--- src/rtl/arb_rr_n.sv ---
// N-requester round-robin arbiter: registered one-hot grant, grant parking, bounded tenure.
// Optional build macro ARB_RR_PRIO_EN adds a per-requester high-priority input hp.
module arb_rr_n #(
    parameter  int NREQ     = 4,
    parameter  int MAX_HOLD = 8,
    localparam int IDW      = (NREQ > 1) ? $clog2(NREQ) : 1
) (
    input  logic            clk,
    input  logic            rst_n,
    input  logic [NREQ-1:0] req,
`ifdef ARB_RR_PRIO_EN
    input  logic [NREQ-1:0] hp,
`endif
    output logic [NREQ-1:0] gnt,
    output logic [IDW-1:0]  gnt_id,
    output logic            gnt_vld
);

    localparam int             HCW       = (MAX_HOLD > 0) ? $clog2(MAX_HOLD + 1) : 1;
    localparam logic [HCW-1:0] HOLD_LAST = (MAX_HOLD > 0) ? HCW'(MAX_HOLD - 1) : '0;
    localparam logic [IDW-1:0] LAST_ID   = IDW'(NREQ - 1);

    typedef enum logic {
        IDLE,
        GRANT
    } state_t;

    state_t          state;
    logic [IDW-1:0]  ptr;
    logic [HCW-1:0]  hold_cnt;

    logic [NREQ-1:0] pend;
    logic [NREQ-1:0] cand;
    logic [NREQ-1:0] win_oh;
    logic [IDW-1:0]  win_id;
    logic [IDW-1:0]  win_next;
    logic            own_req;
    logic            at_limit;
    logic            take;
    logic            drop;

    // First set bit of v in the order start, start+1, ..., wrapping at NREQ.
    function automatic logic [IDW-1:0] rr_pick(input logic [NREQ-1:0] v,
                                               input logic [IDW-1:0]  start);
        logic [IDW-1:0] idx;
        logic           found;
        int             j;
        idx   = '0;
        found = 1'b0;
        for (int i = 0; i < NREQ; i++) begin
            j = int'(start) + i;
            if (j >= NREQ) j = j - NREQ;
            if (!found && v[j]) begin
                found = 1'b1;
                idx   = IDW'(j);
            end
        end
        return idx;
    endfunction

    // NOTE: every output of this block gets a value on every path, so no latch is inferred.
    always_comb begin
        pend = (state == GRANT) ? (req & ~gnt) : req;
`ifdef ARB_RR_PRIO_EN
        cand = (|(pend & hp)) ? (pend & hp) : pend;
`else
        cand = pend;
`endif
        // ptr always sits one past the owner during a tenure, so one search start serves all cases.
        win_id   = rr_pick(cand, ptr);
        win_next = (win_id == LAST_ID) ? '0 : win_id + IDW'(1);
        win_oh   = '0;
        win_oh[win_id] = 1'b1;
        own_req  = |(req & gnt);
        at_limit = (MAX_HOLD > 0) && (hold_cnt == HOLD_LAST);
        take     = (state == IDLE) ? (|req) : ((!own_req || at_limit) && (|pend));
        drop     = (state == GRANT) && !own_req && !(|pend);
    end

    // NOTE: sequential state uses non-blocking assignments so every register samples pre-edge values.
    always_ff @(posedge clk) begin
        if (!rst_n) begin
            state    <= IDLE;
            gnt      <= '0;
            gnt_id   <= '0;
            gnt_vld  <= 1'b0;
            ptr      <= '0;
            hold_cnt <= '0;
        end else begin
            case (state)
                IDLE: begin
                    if (take) begin
                        state    <= GRANT;
                        gnt      <= win_oh;
                        gnt_id   <= win_id;
                        gnt_vld  <= 1'b1;
                        ptr      <= win_next;
                        hold_cnt <= '0;
                    end
                end
                GRANT: begin
                    if (take) begin
                        gnt      <= win_oh;
                        gnt_id   <= win_id;
                        ptr      <= win_next;
                        hold_cnt <= '0;
                    end else if (drop) begin
                        state    <= IDLE;
                        gnt      <= '0;
                        gnt_id   <= '0;
                        gnt_vld  <= 1'b0;
                        hold_cnt <= '0;
                    end else if (at_limit || MAX_HOLD == 0) begin
                        hold_cnt <= '0;
                    end else begin
                        hold_cnt <= hold_cnt + HCW'(1);
                    end
                end
                default: state <= IDLE;
            endcase
        end
    end

endmodule

--- config.mk ---
export PLATFORM = sky130hd
export DESIGN_NAME = arb_rr_n
export DESIGN_NICKNAME = d
export VERILOG_FILES = /design/src/rtl/arb_rr_n.sv
export SDC_FILE = /design/constraint.sdc
export NUM_CORES = 1
export LEC_CHECK = 0
export ABC_AREA = 1
export BUFFER_PORTS_ARGS = -buffer_cell sky130_fd_sc_hd__buf_4
export CAP_MARGIN = 20
export CELL_PAD_IN_SITES_DETAIL_PLACEMENT = 1
export CELL_PAD_IN_SITES_GLOBAL_PLACEMENT = 1
export CORE_MARGIN = 1.5
export CORE_UTILIZATION = 40
export CTS_CLUSTER_DIAMETER = 120
export CTS_CLUSTER_SIZE = 20
export DETAILED_ROUTE_END_ITERATION = 12
export PLACE_DENSITY = 0.85
export SLEW_MARGIN = 20
export SYNTH_ARGS = -nofsm -noshare
export SYNTH_HDL_FRONTEND = slang
export SYNTH_SLANG_ARGS = --single-unit
--- constraint.sdc ---
create_clock -name clk -period 3.1 [get_ports clk]
set_clock_uncertainty 0.2 [all_clocks]
set_input_delay 0.775 -clock clk [delete_from_list [all_inputs] [get_ports clk]]
set_output_delay 0.775 -clock clk [all_outputs]
set_load 0.02 [all_outputs]
# Word-level counts from Yosys, hierarchy flattened
# Index checks and enable logic that the tools add are counted.
# classes
n_addsub,9
n_lt_le_gt_ge,10
n_eq_ne,6
muxes,50
bitwise,4
n_reduce_logical,18
# op_table
cell,n
"less-than comparator 32 x 4 -> 1 bit, second input constant",4
two-way mux 32 bit,4
two-way mux 4 bit,8
two-way mux 1 bit,19
two-way mux 2 bit,9
case mux 4 bit (2 select lines),2
OR reduction 4 bit,3
"subtractor 3 x 3 -> 4 bit, second input constant",3
">= comparator 3 bit, second input constant",3
bitwise AND 4 bit,2
binary-select mux 1 bit (select 2 bit),4
logical AND 1 bit,7
"adder 2 x 2 -> 3 bit, second input constant",2
zero test 1 bit,5
"adder 4 x 1 -> 4 bit, second input constant",1
"equality test 4 x 3 -> 1 bit, second input constant",1
"inequality test 2 bit, second input constant",2
inverter 4 bit,1
case mux 1 bit (2 select lines),2
case mux 2 bit (2 select lines),1
"subtractor 2 x 3 -> 4 bit, second input constant",1
"adder 2 x 1 -> 3 bit, second input constant",1
">= comparator 2 x 3 -> 1 bit, second input constant",1
"less-than comparator 2 x 3 -> 1 bit, second input constant",1
10 further kinds,10
# totals
reg_bits,14
in_bits,6
output_inout_bits,7
elab_cells,103

# Longest topological paths before layout
# Gate-level depths: netlist of run 1.
# logic_depth
word_depth,22
mapped_depth,15
mapped_depth_nobuf,14

# Least setup slack after synthesis of run 1
# Ideal clock, no wire load.
# synth_path
path_type,input-to-reg
startpoint,input req[2]
endpoint,register ptr[1]
arrival_ns,1.871
required_ns,2.781
setup_slack_ns,0.909
cell_stages,11
cell_sequence,nand3_1 -> nand3_1 -> nand2_2 -> nand3_2 -> inv_2 -> nand3_1 -> nand2_1 -> inv_1 -> ha_1 -> o21ai_0 -> a21oi_1
# synth_between
elab_chain_cells,18
elab_cells_between_ends,39
cone_classes,add/sub (1); eq/ne (1); mux (23); bitwise (2); reduce/logical (12)
# synth_rtl
item,line,text
"start, declared",10,"input logic [NREQ-1:0] req,"
bitwise AND 4 bit,63,pend = (state == GRANT) ? (req & ~gnt) : req;
two-way mux 4 bit *,63,
binary-select mux 1 bit (select 2 bit),53,if (!found && v[j]) begin
two-way mux 1 bit (not written as such) (2 in series),53,
two-way mux 1 bit,53,
zero test 1 bit,53,
logical AND 1 bit,53,
two-way mux 1 bit,53,
(+2 left out),--,
two-way mux 1 bit,53,
zero test 1 bit,53,
logical AND 1 bit,53,
two-way mux 2 bit *,53,
adder 2 x 1 -> 2 bit / equality test 2 bit (equally long branches),71,win_next = (win_id == LAST_ID) ? '0 : win_id + IDW'(1);
two-way mux 2 bit *,71,
net win_next[1],36,logic [IDW-1:0] win_next;
two-way mux 2 bit *,"92, 102",
"end signal, assigned",97,ptr <= win_next;
"end signal, assigned",105,ptr <= win_next;
"end, declared",29,logic [IDW-1:0] ptr;
# Mark *: on every way through the listed nets, which the timed path passes. The rest lies on a longest branch. The select of a mux whose other input is x is not followed.
# A chain may end at the register's enable or synchronous reset.

# Final worst setup path of run 1
# layout_path
startpoint,register ptr[0]
endpoint,register ptr[1]
# layout_between
elab_chain_cells,18
elab_cells_between_ends,44
cone_classes,add/sub (8); order compare (4); eq/ne (1); mux (25); reduce/logical (6)
# layout_rtl
item,line
"parallel branches: the longest is 14 deep, another holds subtractor 3 x 3 -> 4 bit",--
two-way mux 2 bit *,53
adder 2 x 1 -> 2 bit / equality test 2 bit (equally long branches),71
two-way mux 2 bit *,71
net win_next[1],36
two-way mux 2 bit *,"92, 102"
# Mark *: on every way through the listed nets, which the timed path passes. The select of a mux whose other input is x is not followed.

==> results of run 1 <==
power by group through the flow:
stage               clock [mW]  combinational, mW  sequential [mW]
global placement             0              0.588            0.289
detailed placement           0              0.612            0.292
floorplan                    0              0.460            0.290
global route             0.145              0.701            0.293
finish                   0.131              0.616            0.286
CTS                      0.133              0.618            0.287
synth_stat cells:
| cell type | number |
|---|---|
| clkbuf_1 | 1 |
| nor2_1 | 5 |
| inv_2 | 2 |
| xor2_1 | 1 |
| inv_1 | 10 |
| ha_1 | 5 |
| dfxtp_1 | 14 |
| nand3_1 | 25 |
| a21oi_1 | 12 |
| clkinv_4 | 1 |
| buf_4 | 1 |
| o21ai_0 | 3 |
| nand3_2 | 4 |
| buf_6 | 3 |
| nand2_2 | 8 |
| or2_1 | 1 |
| nand4_1 | 9 |
| a21oi_2 | 1 |
| a31oi_1 | 1 |
| nand2_1 | 45 |
flip-flops by register name, summed over array words and instances (netlist names):
name / flops
gnt: 4
hold_cnt: 4
gnt_id: 2
ptr: 2
gnt_vld: 1
state: 1
logic make-up after synthesis:
logic type,count (synthesis),synth area share (%)
AOI/OAI and AO/OA,17,8.96
xor gates and xnor gates,1,0.871
adders and majority gates,5,6.22
buffers and inverters,18,9.83
DFF,14,27.9
and+or+nand+nor,97,46.3
worst max path at each step:
stage,to,cells after the start
6_report,ptr[1]$_SDFFE_PN0P_,12
4_1_cts,ptr[1]$_SDFFE_PN0P_,12
5_1_grt,ptr[1]$_SDFFE_PN0P_,12
2_1_floorplan,ptr[1]$_SDFFE_PN0P_,11
3_5_place_dp,ptr[1]$_SDFFE_PN0P_,12
3_3_place_gp,ptr[1]$_SDFFE_PN0P_,12
worst register-to-register path, stage by stage, from the launching register on:
cell	delay, ps
dfxtp_1	560
clkinv_4	160
nand3_1	160
nand3_1	90
nand2_1	130
nand3_2	100
inv_2	70
nand3_1	90
nand2_1	140
inv_1	70
ha_1	260
o21ai_0	170
a21oi_1	50
through the flow:
stage                     area, um^2  power (mW)  hold WS, ps
after floorplan                 1010       0.751          261
after global placement          1090       0.877          253
after detailed placement        1090       0.904          267
after CTS                       1120        1.04          289
after global routing            1120        1.14          313
final                           1120        1.03          284
final cells by class:
class	count	share of cell area, %
Multi-Input combinational cell	120	55.9
Sequential cell	14	25.0
Timing Repair Buffer	12	8.03
Inverter	13	4.79
Clock buffer	4	3.23
Tap cell	28	3.12
routing by layer:
metal,routed length [um],part of all wire (%)
met2,1260,47
met1,1310,49
met4,14,0.52
met5,0,0
met3,88,3.3
==> key figures, run 1 <==
Global route
  • Vias in the first global route: 977
  • Overflow after GRT: 0
  • Met3 Use GR: under 10%
  • Initial antenna violation count: 0
  • GRT Util Overall: 21.0%
  • First-pass GRT wire length: 4350 um
  • Grt peak-use layer: met2
  • Met2 Usage GRT: between 30% and 40%
  • Largest net degree at the start of global routing: 14
  • M1 GR Usage: 27.8%

Worst hold path
  • Worst Hold Launch: gnt_id[0]$_SDFFE_PN0P_
  • Min-Delay Endpoint: gnt_id[0]$_SDFFE_PN0P_
  • Hold path depth: 2
  • Hold WC Path Type: flip-flop to flip-flop

STA
  • PnR worst setup slack: approximately 720 ps
  • RSZ-0062 raised after global routing: no
  • Setup TNS: 0 ps
  • Worst Tran Pin Value: 462 ps
  • Fmax: 420 MHz
  • Final cycle utilization of the critical path: 76.8%
  • Final setup viols: 0
  • Slew Viols, Final: 0
  • Post-layout min period: 2380 ps
  • Max_slew headroom: 69.2%
  • Final Hold Viols: 0

Setup path
  • CP max FO: 9
  • Startpoint types: flip-flop
  • Worst EP required: 3070 ps
  • Critical path type: flip-flop to flip-flop
  • Worst R2R Path Depth: 12
  • Critical Path Sink Type: flip-flop
  • Most used cell, CP: nand3_1
  • Worst path max stage delay: 560 ps
  • Crit-path cells: clkinv_4 -> nand3_1 -> nand3_1 -> nand2_1 -> nand3_2 -> inv_2 -> nand3_1 -> nand2_1 -> inv_1 -> ha_1 -> o21ai_0 -> a21oi_1
  • Terminus of the critical flop-to-flop path: ptr[1]$_SDFFE_PN0P_
  • Critical path's top delay family: simple AND/OR/NAND/NOR gates
  • Slowest stage cell, crit path: dfxtp_1
  • RR Startpoint: ptr[0]$_SDFFE_PN0P_
  • Arrival time of the worst setup path: 2350 ps
  • Worst path bufs/invs: 3
  • CP startpoint: ptr[0]$_SDFFE_PN0P_
  • Reg2Reg Setup Slack: 720 ps

Routing
  • Post-route antenna net violation count: 0
  • Routed vias/inst: ~5.5
  • DR WL/cell: 14.0 um
  • DRT Pass-1 Iters: 4
  • Vias: 1044
  • Routed WL: between 2000 and 3000 um
  • Starting DRT DRC Count: 15
  • # DRC: 0

Pwr
  • LEAKAGE: ~0.54 nW
  • Sw frac: roughly half
  • Switching Power: 0.524 mW
  • Gate power share: about three fifths
  • Power per Cell Area: ~900 nW/um^2
  • Clock group share of total power: 12.6%
  • Flop pwr share: 27.7%
  • Power Internal: 0.508 mW
  • Peak VDD IR: around 0.00052 V

Logic synthesis
  • Post-Syn Nets: 163
  • Ys Warns: 0
  • Ranking of synthesized cells by area: dfxtp_1 (28%), nand2_1 (17%), nand3_1 (12%), ha_1 (6.2%), a21oi_1 (6.0%)
  • Netlist area before placement: just over 1000 um^2
  • Share of the synthesized area in the top cell type: 27.9%
  • Yosys reg bits: 14
  • Sequential-to-total area share from yosys stat: about 28%
  • Synthesized netlist cell count: 152
  • Average cell area after synthesis: 6.62 um^2
  • Synth cell types: 20
  • Synth area leader: dfxtp_1

Clock network
  • Post-CTS Resized: 0
  • Total setup buffers inserted after CTS: 0
  • Clk slew on worst S/H paths: roughly 80 ps
  • Root Buffer: clkbuf_4
  • Post-CTS Hold Buffers: 0
  • Max clock buf depth: 2
  • Clk sinks: 14
  • CTS H-tree depth: 1
  • Worst skew pair latency: 280 ps
  • CTS buffer count: 3
  • CTS tree: done

Floorplan
  • Cell row count: 17
  • Die W: 53.2 um
  • Die H: roughly 53 um
  • Starting Density: 43.8%
  • Core footprint: approximately 2300 um^2
  • Die Area: ~2800 um^2
  • I/O pins: 13

Layout
  • Ant diodes: 0
  • Most frequent cells in the layout: nand2_1 (45), nand3_1 (25), dfxtp_1 (14), a21oi_1 (12), buf_4 (12)
  • Share of layout cells above drive strength 1: between 10% and 20%
  • Most common cell after layout, fill and taps aside: nand2_1
  • Layout Area Growth over Synthesis: 11.6%
  • Fill count: 321
  • Final core occ: 48.9%
  • Register area: 280 um^2
  • Multi-input gate area in the final layout: 627 um^2
  • Nets: 175
  • Fin cells: 191

Place
  • Post-place setup slack: 573 ps
  • Final RePlAce weighted congestion: 0.857
  • Cells after DPL: 187
  • Post-DP HPWL: 2090 um
  • Port Buffers: 12

Run
  • Max Cap Viol: 0

Outcome
  • Status: finished clean
Note: power is estimated with default switching activity, not from simulation.
==> run 2, diff against run 1 <==
--- a/config.mk
+++ b/config.mk
@@ -11,11 +11,11 @@
 export CELL_PAD_IN_SITES_DETAIL_PLACEMENT = 1
 export CELL_PAD_IN_SITES_GLOBAL_PLACEMENT = 1
 export CORE_MARGIN = 1.5
-export CORE_UTILIZATION = 40
+export CORE_UTILIZATION = 36
 export CTS_CLUSTER_DIAMETER = 120
 export CTS_CLUSTER_SIZE = 20
 export DETAILED_ROUTE_END_ITERATION = 12
-export PLACE_DENSITY = 0.85
+export PLACE_DENSITY = 0.81
 export SLEW_MARGIN = 20
 export SYNTH_ARGS = -nofsm -noshare
 export SYNTH_HDL_FRONTEND = slang
==> constraint.sdc (replaced) <==
create_clock -name clk -period 2.1 [get_ports clk]
set_clock_uncertainty 0.2 [all_clocks]
set_input_delay 0.525 -clock clk [delete_from_list [all_inputs] [get_ports clk]]
set_output_delay 0.525 -clock clk [all_outputs]
set_load 0.02 [all_outputs]
==> key figures, run 2 (same netlist as run 1, synthesis figures left out) <==
STA
  • Setup TNS: 0 ps (unchanged)
  • Final setup viols: 0 (unchanged)
  • RSZ-0062 raised after global routing: yes (was no)
  • Fmax: 496 MHz (was 420 MHz)
  • Slew Viols, Final: 0 (unchanged)
  • Worst Tran Pin Value: 411 ps (was 462 ps)
  • Final cycle utilization of the critical path: 95.9% (was 76.8%)
  • Max_slew headroom: 72.6% (was 69.2%)
  • Post-layout min period: 2010 ps (was 2380 ps)
  • Final Hold Viols: 0 (unchanged)
  • PnR worst setup slack: 85.7 ps (was 719 ps)

Floorplan
  • Die H: 55.9 um (was 53.2 um)
  • Die Area: 3120 um^2 (was 2820 um^2)
  • Cell row count: 18 (was 17)
  • I/O pins: 13 (unchanged)
  • Die W: 55.9 um (was 53.2 um)
  • Core footprint: 2570 um^2 (was 2300 um^2)
  • Starting Density: 39.2% (was 43.8%)

Clock network
  • Clk slew on worst S/H paths: 80 ps (about the same)
  • Root Buffer: clkbuf_4 (unchanged)
  • CTS H-tree depth: 1 (unchanged)
  • Post-CTS Hold Buffers: 0 (unchanged)
  • Clk sinks: 14 (unchanged)
  • Worst skew pair latency: 280 ps (about the same)
  • CTS buffer count: 3 (unchanged)
  • CTS tree: done (unchanged)
  • Max clock buf depth: 2 (unchanged)

Routing
  • Vias: 1146 (was 1044)
  • DR WL/cell: 14.3 um (was 14.0 um)
  • DRT Pass-1 Iters: 4 (unchanged)
  • Routed vias/inst: 5.43 (was 5.47)
  • # DRC: 0 (unchanged)
  • Starting DRT DRC Count: 38 (was 15)
  • Routed WL: 3010 um (was 2680 um)
  • Post-route antenna net violation count: 0 (unchanged)

Global route
  • GRT Util Overall: 20.4% (was 21.0%)
  • Overflow after GRT: 0 (unchanged)
  • First-pass GRT wire length: 5130 um (was 4350 um)
  • Vias in the first global route: 1157 (was 977)
  • Largest net degree at the start of global routing: 12 (was 14)
  • Initial antenna violation count: 0 (unchanged)

Place
  • Post-DP HPWL: 2350 um (was 2090 um)
  • Port Buffers: 12 (unchanged)
  • Final RePlAce weighted congestion: 0.970 (was 0.857)
  • Post-place setup slack: -137 ps (was 573 ps)

Outcome
  • Status: finished clean (unchanged)

Pwr
  • Power per Cell Area: 1400 nW/um^2 (was 920 nW/um^2)
  • Pwr Total: 1.85 mW (was 1.03 mW)
  • LEAKAGE: 0.643 nW (was 0.536 nW)
  • Peak VDD IR: 0.000972 V (was 0.000516 V)

Setup path
  • Terminus of the critical flop-to-flop path: ptr[1]$_SDFFE_PN0P_ (unchanged)
  • CP max FO: 6 (was 9)
  • Critical path type: flip-flop to flip-flop (unchanged)
  • Critical Path Sink Type: flip-flop (unchanged)
  • Reg2Reg Setup Slack: 90 ps (was 720 ps)
  • RR Startpoint: ptr[0]$_SDFFE_PN0P_ (unchanged)
  • Worst R2R Path Depth: 13 (was 12)
  • Worst EP required: 2080 ps (was 3070 ps)
  • Arrival time of the worst setup path: 1990 ps (was 2350 ps)
  • Startpoint types: flip-flop (unchanged)

Layout
  • Most common cell after layout, fill and taps aside: nand2_1 (unchanged)
  • Nets: 194 (was 175)
  • Share of layout cells above drive strength 1: 38.7% (was 19.6%)
  • Ant diodes: 0 (unchanged)
  • Largest registers: gnt (4), hold_cnt (4) (unchanged)
  • Final core occ: 51.6% (was 48.9%)
  • Layout Area Growth over Synthesis: 31.7% (was 11.6%)
  • Most frequent cells in the layout: nand2_1 (40), buf_4 (30), nand3_1 (17), nand2_2 (13) (was nand2_1 (45), nand3_1 (25), dfxtp_1 (14), a21oi_1 (12), buf_4 (12))

Worst hold path
  • Min-Delay Endpoint: gnt_vld$_SDFFE_PN0P_ (was gnt_id[0]$_SDFFE_PN0P_)
  • Worst Hold Launch: gnt_vld$_SDFFE_PN0P_ (was gnt_id[0]$_SDFFE_PN0P_)
  • Hold WC Path Type: flip-flop to flip-flop (unchanged)
  • Hold path depth: 2 (unchanged)

Run
  • Max Cap Viol: 0 (unchanged)
run 2: layout make-up:
cell class	count	area [um^2]
flip-flops and latches	14	293
inverters	13	56.3
multi-input cells	120	679
fillers	346	1240
clock buffers	3	22.5
repair buffers	31	236
well taps	30	37.5
run 2: critical path, cell delays in order (launching register included):
cell	delay, ps
dfxtp_4	410
buf_6	130
nand3_1	110
nand2_2	110
nand2_1	60
nand2_1	80
nand2_1	60
nand2_1	70
nand2_1	50
nand2_1	80
nand2_2	70
ha_1	280
o21ai_1	130
a21oi_1	60
run 2: worst max path at each step:
stage / start / to / slack, ps / depth (start not counted)
floorplan: gnt[2]$_SDFFE_PN0P_ / ptr[1]$_SDFFE_PN0P_ / 120 / 12
global placement: req[1] / ptr[1]$_SDFFE_PN0P_ / -20 / 12
detailed placement: req[1] / ptr[1]$_SDFFE_PN0P_ / -140 / 12
CTS: ptr[1]$_SDFFE_PN0P_ / ptr[1]$_SDFFE_PN0P_ / 3 / 13
global route: ptr[0]$_SDFFE_PN0P_ / ptr[1]$_SDFFE_PN0P_ / -70 / 12
finish: ptr[0]$_SDFFE_PN0P_ / ptr[1]$_SDFFE_PN0P_ / 90 / 13
run 2: timing repair:
action | in CTS | in global routing
pin swaps | 0 | 7
setup endpoints to repair | 4 | 7
gates resized for setup | 4 | 21
endpoints found under the hold margin | 0 | 0
setup buffers | 0 | 2
run 2: where the power goes:
group / internal [mW] / switching [mW]
Clock: 0.0667 / 0.0861
Combinational: 0.553 / 0.712
Sequential: 0.344 / 0.0873
Total: 0.964 / 0.885
run 2: routing by layer:
layer	share of wire [%]	track usage (%)	up-vias
met4	1.6	7.82	0
met2	49	32.3	23
met3	3.7	5.81	7
li1	-	-	568
met1	45	26.2	548
met5	0	0	-
run 2: metrics by stage:
| stage | cells | hold slack, ps | area, um^2 |
|---|---|---|---|
| after global routing | 211 | 309 | 1330 |
| after global placement | 206 | 249 | 1220 |
| after floorplan | 152 | 261 | 1010 |
| after detailed placement | 206 | 266 | 1220 |
| final | 211 | 274 | 1330 |
| after CTS | 209 | 278 | 1240 |
